### config.mk
export PLATFORM = sky130hd
export DESIGN_NAME = eth_frame_gen
export DESIGN_NICKNAME = d
export VERILOG_FILES = /design/src/rtl/eth_frame_gen.sv
export SDC_FILE = /design/constraint.sdc
export NUM_CORES = 1
export LEC_CHECK = 0
export CORE_AREA = 2 2 129 131
export CTS_BUF_LIST = sky130_fd_sc_hd__clkbuf_4 sky130_fd_sc_hd__clkbuf_8 sky130_fd_sc_hd__clkbuf_16
export DETAILED_ROUTE_END_ITERATION = 8
export DIE_AREA = 0 0 131 133
export MAX_ROUTING_LAYER = met4
export PLACE_DENSITY = 0.51
export REMOVE_ABC_BUFFERS = 1
export SYNTH_ARGS = -nofsm -noshare
export SYNTH_HDL_FRONTEND = slang
export SYNTH_SLANG_ARGS = --single-unit
### constraint.sdc
create_clock -name clk -period 3.2 [get_ports clk]
set_input_delay 0.32 -clock clk [delete_from_list [all_inputs] [get_ports clk]]
set_output_delay 0.32 -clock clk [all_outputs]
set_load 0.02 [all_outputs]
### src/rtl/eth_frame_gen.sv
// Ethernet frame generator: MAC header, length field and incrementing payload
// per calculator slice, with an inter-frame gap between frames.
module eth_frame_gen #(
  parameter logic [47:0] DEST_MAC   = 48'hDA0102030405,
  parameter logic [47:0] SRC_MAC    = 48'h5A0102030405,
  parameter int          IFG_CYCLES = 12
) (
  input  logic        clk,
  input  logic        rst_n,
  input  logic        start,
  input  logic [15:0] number_of_bytes,
  input  logic [15:0] payload_len,
  input  logic        remain_zero,
  output logic        payload_en,
  output logic        payload_cal,
  output logic [7:0]  m_axis_tdata,
  output logic        m_axis_tvalid,
  input  logic        m_axis_tready,
  output logic        m_axis_tlast,
  output logic        busy,
  output logic        done,
  output logic [15:0] frame_count
);

  localparam int IW = $clog2(IFG_CYCLES + 2);

  typedef enum logic [1:0] {
    IDLE,
    HDR,
    PAY,
    IFG
  } state_t;

  state_t        state;
  logic [15:0]   frame_len;
  logic [15:0]   pay_idx;
  logic [3:0]    hdr_idx;
  logic [IW-1:0] ifg_cnt;
  logic          last_frame;

  logic          pay_last;
  logic [111:0]  hdr_vec;
  logic [111:0]  hdr_sh;
  logic [7:0]    hdr_byte;

  assign pay_last = (pay_idx == frame_len - 16'd1);

  // Header bytes go out MSB first, so shift the selected byte to the top.
  assign hdr_vec  = {DEST_MAC, SRC_MAC, frame_len};
  assign hdr_sh   = hdr_vec << {hdr_idx, 3'b000};
  assign hdr_byte = hdr_sh[111:104];

  assign m_axis_tvalid = (state == HDR) || (state == PAY);
  assign m_axis_tlast  = (state == PAY) && pay_last;
  assign busy          = (state != IDLE);

  always_comb begin
    m_axis_tdata = 8'h00;
    unique case (1'b1)
      state == HDR: m_axis_tdata = hdr_byte;
      state == PAY: m_axis_tdata = pay_idx[7:0];
      default:      m_axis_tdata = 8'h00;
    endcase
  end

  assign payload_en  = (state == IDLE) && start &&
                       (number_of_bytes != 16'd0);
  assign payload_cal = (state == PAY) && m_axis_tready && pay_last;

  always_ff @(posedge clk) begin
    if (!rst_n) begin
      state       <= IDLE;
      frame_len   <= 16'd0;
      pay_idx     <= 16'd0;
      hdr_idx     <= 4'd0;
      ifg_cnt     <= '0;
      last_frame  <= 1'b0;
      done        <= 1'b0;
      frame_count <= 16'd0;
    end else begin
      done <= 1'b0;
      unique case (state)
        IDLE: begin
          if (payload_en) begin
            state       <= HDR;
            hdr_idx     <= 4'd0;
            frame_count <= 16'd0;
          end
        end
        HDR: begin
          // The calculator output settles after the load/advance edge,
          // so latch it while the first header byte is on the bus.
          if (hdr_idx == 4'd0) begin
            frame_len <= (payload_len == 16'd0) ? 16'd1 : payload_len;
          end
          if (m_axis_tready) begin
            if (hdr_idx == 4'd13) begin
              state   <= PAY;
              pay_idx <= 16'd0;
            end else begin
              hdr_idx <= hdr_idx + 4'd1;
            end
          end
        end
        PAY: begin
          if (m_axis_tready) begin
            if (pay_last) begin
              frame_count <= frame_count + 16'd1;
              last_frame  <= remain_zero;
              ifg_cnt     <= '0;
              if (IFG_CYCLES != 0) begin
                state <= IFG;
              end else if (remain_zero) begin
                state <= IDLE;
                done  <= 1'b1;
              end else begin
                state   <= HDR;
                hdr_idx <= 4'd0;
              end
            end else begin
              pay_idx <= pay_idx + 16'd1;
            end
          end
        end
        IFG: begin
          if (ifg_cnt == IW'(IFG_CYCLES - 1)) begin
            if (last_frame) begin
              state <= IDLE;
              done  <= 1'b1;
            end else begin
              state   <= HDR;
              hdr_idx <= 4'd0;
            end
          end else begin
            ifg_cnt <= ifg_cnt + 1'b1;
          end
        end
      endcase
    end
  end

endmodule
After elaboration in Yosys (flattened, before gate mapping)
Index checks and enable logic that the tools add are counted.

$add $sub $neg: 5. Eq/ne operators: 16. Shift operators: 1. Mux-type cells: 30. Bitwise logic cells: 1. Reduce and logical (&&, ||, !) cells: 22.

Operators by type and width (number): two-way mux 16 bit (8); left shift 112 x 7 -> 112 bit (1); case mux 16 bit (2 select lines) (2); adder 16 x 1 -> 16 bit, second input constant (2); two-way mux 4 bit (8); != test 2 bit, second input constant (9); == test 16 bit (1); logical NOT 16 bit (1); case mux 8 bit (2 select lines) (1); nonzero test 16 bit (1); subtractor 16 x 1 -> 16 bit, second input constant (1); two-way mux 2 bit (6); case mux 4 bit (3 select lines) (1); AND reduction 6 bit (2); adder 4 x 1 -> 4 bit, second input constant (2); == test 4 bit, second input constant (2); case mux 2 bit (4 select lines) (1); case mux 4 bit (2 select lines) (1); AND reduction 4 bit (2); nonzero test 2 bit (4); AND reduction 3 bit (2); logical AND 1 bit (5); AND reduction 5 bit (1); == test 2 bit, second input constant (2); other kinds (8) (9).

Register bits: 60. Input bits: 37.

Longest topological paths before layout
Depth after elaboration: 5. Mapped depth: 12.

Worst setup path after synthesis
Ideal clock, no wire load.

Path type: register to register. Start: register frame_len[0]. End: register frame_count[10]. Arrival time: 3.030 ns. Setup slack: 0.038 ns. Cell stages (with the launch flop): 13. Clock period less this slack: 3.162 ns. Cell sequence: dfxtp_1 -> inv_1 -> ha_1 -> nor4bb_1 -> o211ai_1 -> or4b_1 -> or2_2 -> buf_1 -> o41a_1 -> clkbuf_1 -> buf_2 -> o31ai_1 -> a21oi_1.

Word-level cells in the longest chain between the ends: 4.

Ends and longest elaborated chain: start, declared (line 35) `logic [15:0] frame_len;`; start signal, assigned (line 94) `frame_len <= (payload_len == 16'd0) ? 16'd1 : payload_len;`; subtractor 16 x 1 -> 16 bit (line 46) `assign pay_last = (pay_idx == frame_len - 16'd1);`; == test 16 bit (line 46); != test 2 bit (no line); AND reduction 4 bit (no line); end signal, assigned (line 108) `frame_count <= frame_count + 16'd1;`; end, declared (line 22) `output logic [15:0] frame_count`.

No other way between the ends. A chain may end at the register's enable or synchronous reset.

Final worst setup path
Start: register frame_len[3]. End: register frame_count[3].

The elaborated chain is that of the path after synthesis.

==> impl_metrics.env <==
export IMPL_wl_microns=13560
export IMPL_initial_utilization=0.2526
export IMPL_syn_to_final_growth_pct=36.72
export IMPL_clkSinkCount=60
export IMPL_synth_seq_area_share=0.2940
export IMPL_cp_common_cell="or4_1"
export IMPL_cts_inserted_buffers=9
export IMPL_dp_slack_ns=-0.06102
export IMPL_cap_violations=0
export IMPL_drive_gt1_frac=0.1347
export IMPL_end_kind="flip-flop"
export IMPL_fin_skew_ns=0.006988
export IMPL_antennaDiodeCount=0
export IMPL_h_tree_depth=3
export IMPL_fp_dieH_microns=133
export IMPL_slowest_delay_ns=0.57
export IMPL_ys_types=61
export IMPL_avgSynthCellArea_sq_um=7.722
export IMPL_first_pass_iters=6
export IMPL_vias=4395
export IMPL_cts_hold_buf=0
export IMPL_grt_max_degree=34
export IMPL_track_usage=0.1573
export IMPL_synth_edf_count=0
export IMPL_post_drt_wl_per_cell_microns=16.22
export IMPL_clock_fmax_mhz=319.6
export IMPL_clockBufferDepth=2
export IMPL_worst_slack_ns=0.07123
export IMPL_status="finished, final reports clean"
export IMPL_insertion_delay_ns=0.35
export IMPL_synth_top_flop_cell="dfxtp_1"
export IMPL_cts_tree="done"
export IMPL_synthArstFlopShare=0
export IMPL_ys_ff_latch=60
export IMPL_ys_top_cells_by_area="dfxtp_1 (29%), a21oi_1 (7.5%), nand2_1 (5.4%)"
export IMPL_netlist_instances=529
export IMPL_fp_dieW_microns=131
export IMPL_worstSetupPathType="flip-flop to flip-flop"
export IMPL_finalSetupViolations=0
export IMPL_path_max_fanout=17
export IMPL_fillers=1700
export IMPL_io_pins=67
export IMPL_yosysMostFrequentCell="a21oi_1"
export IMPL_ctsRootBufferMaster="clkbuf_16"
export IMPL_max_slew_margin_rel=0.5854
export IMPL_grt_pass1_wl_microns=20850
export IMPL_core_sq_um=16170
export IMPL_min_period_ns=3.129
export IMPL_die_area_sq_um=17420
export IMPL_final_nets=660
export IMPL_synth_largest_area_cell="dfxtp_1"
export IMPL_grt_pass1_vias=4175
export IMPL_crit_path_top_delay_cell="or4_4"
export IMPL_yosys_area_top_type_share=0.2940
export IMPL_arrival_ns=3.41
export IMPL_grt_overflow_total=0
export IMPL_drv_slew=0
export IMPL_powerDensity_nw_per_um2=711.8
export IMPL_drt_iter0_markers=306
export IMPL_synth_common_cells="a21oi_1 (61), dfxtp_1 (60), nand2_1 (59), o21ai_0 (28)"
export IMPL_worstSetupStartpointType="flip-flop"
export IMPL_num_rows=47
export IMPL_port_buffers=66
export IMPL_min_period_over_period=0.9777
export IMPL_worst_hold_path_type="flip-flop to flip-flop"
export IMPL_vdd_drop_max_mv=0.3396
export IMPL_dp_cells=817
export IMPL_via_per_inst=5.257
export IMPL_p_leak_nw=1.847
export IMPL_crit_required_ns=3.48
export IMPL_syn_area_sq_um=4085
export IMPL_grt_antenna_before_repair=0
export IMPL_yosysWarnings=0
export IMPL_final_hold_viol_count=0
export IMPL_place_congestion=0.8926
export IMPL_place_detailed_hpwl_microns=9955
export IMPL_tightest_slew_ns=0.6123
export IMPL_drcViolationCount=0
export IMPL_clk_pin_slew_ns=0.06
export IMPL_finalNonFillerCells=836
export IMPL_path_cells="or4_4 -> or4_1 -> a21oi_1 -> o221ai_2 -> o41a_1 -> buf_12 -> or4_1 -> a21oi_2"
export IMPL_antenna_left=0
path summary, 6_finish.rpt:
check,cells after the start,end,from,slack (ns)
setup reg to reg,8,frame_count[3]$_SDFFE_PN0P_,frame_len[3]$_SDFFE_PN0P_,0.07
setup / recovery,8,frame_count[3]$_SDFFE_PN0P_,frame_len[3]$_SDFFE_PN0P_,0.07
hold / removal,2,frame_count[15]$_SDFFE_PN0P_,frame_count[15]$_SDFFE_PN0P_,0.48
hold reg to reg,2,frame_count[15]$_SDFFE_PN0P_,frame_count[15]$_SDFFE_PN0P_,0.48
report_power, final:
| part | switching (mW) | internal, mW |
|---|---|---|
| clock | 0.358 | 0.650 |
| sequential | 0.111 | 0.820 |
| combinational | 1.17 | 0.871 |
| total | 1.63 | 2.34 |
worst max-delay path: cells and delay by family (launching register included):
family                 cells  cell delay (ns)
buffers and inverters      1             0.17
AND/OR/NAND/NOR            3             1.57
flip-flops                 1             0.30
AO/OA/AOI/OAI              4             1.01
area by class of cell:
class,count,area [sq um],area share
flip-flops and latches,60,1206,0.2160
clock buffers,12,260.3,0.04660
well taps,220,275.3,0.04928
multi-input cells,416,2731,0.4890
clock inverters,4,47.55,0.008513
inverters,17,63.81,0.01142
repair buffers,107,1001,0.1792
cells in the final DEF (no fill, tap or decap), drive strengths merged, types with 12 or more instances in the layout:
| cell type | instances |
|---|---|
| nor2 | 15 |
| o21ai | 28 |
| o31ai | 22 |
| clkdlybuf4s50 | 64 |
| inv | 16 |
| nand3 | 27 |
| nand4 | 13 |
| ha | 12 |
| a21oi | 62 |
| or4 | 30 |
| mux2i | 14 |
| buf | 40 |
| clkbuf | 15 |
| and2 | 13 |
| nand2 | 59 |
| dfxtp | 60 |
flip-flops by register name, indices dropped and copies added, names as in the netlist:
signal / cells
done: 1
frame_count: 16
frame_len: 16
hdr_idx: 4
ifg_cnt: 4
last_frame: 1
pay_idx: 16
state: 2
logic make-up after synthesis:
kind of cell	after synthesis	share of synthesized area
buf+inv	53	0.05360
flops	60	0.2940
xor+xnor	14	0.03001
compound gates	149	0.2306
simple gates	225	0.3152
fa+ha+maj	12	0.03675
mux	16	0.03981
per-layer routing:
metal  global-route usage  vias up  wire length [microns]
met5                    -        -                      0
met4              0.05851        0                    362
met3              0.03558       26                    757
met2               0.2513      141                   6399
met1               0.1925     2073                   6043
li1                     -     2155                      -
through the flow:
| step | util | setup TNS (ns) | area, sq um | hold WS (ns) | power, mW |
|---|---|---|---|---|---|
| after floorplan | - | -0.8587 | 3930 | 0.4446 | 2.073 |
| after global placement | 0.3201 | 0 | 5176 | 0.4647 | 2.804 |
| after detailed placement | 0.3201 | -0.6665 | 5176 | 0.4717 | 2.830 |
| after CTS | 0.3400 | 0 | 5499 | 0.4811 | 3.862 |
| after global routing | 0.3454 | -0.02784 | 5585 | 0.5092 | 4.219 |
| final | 0.3454 | 0 | 5585 | 0.4811 | 3.975 |
repair_timing:
item / CTS / global route
endpoints found under the setup margin: 15 / 26
pin swaps: 2 / 4
resized for setup: 7 / 17
buffers inserted: 0 / 2
gates cloned: 0 / 1
Note: power is estimated with default switching activity, not from simulation.
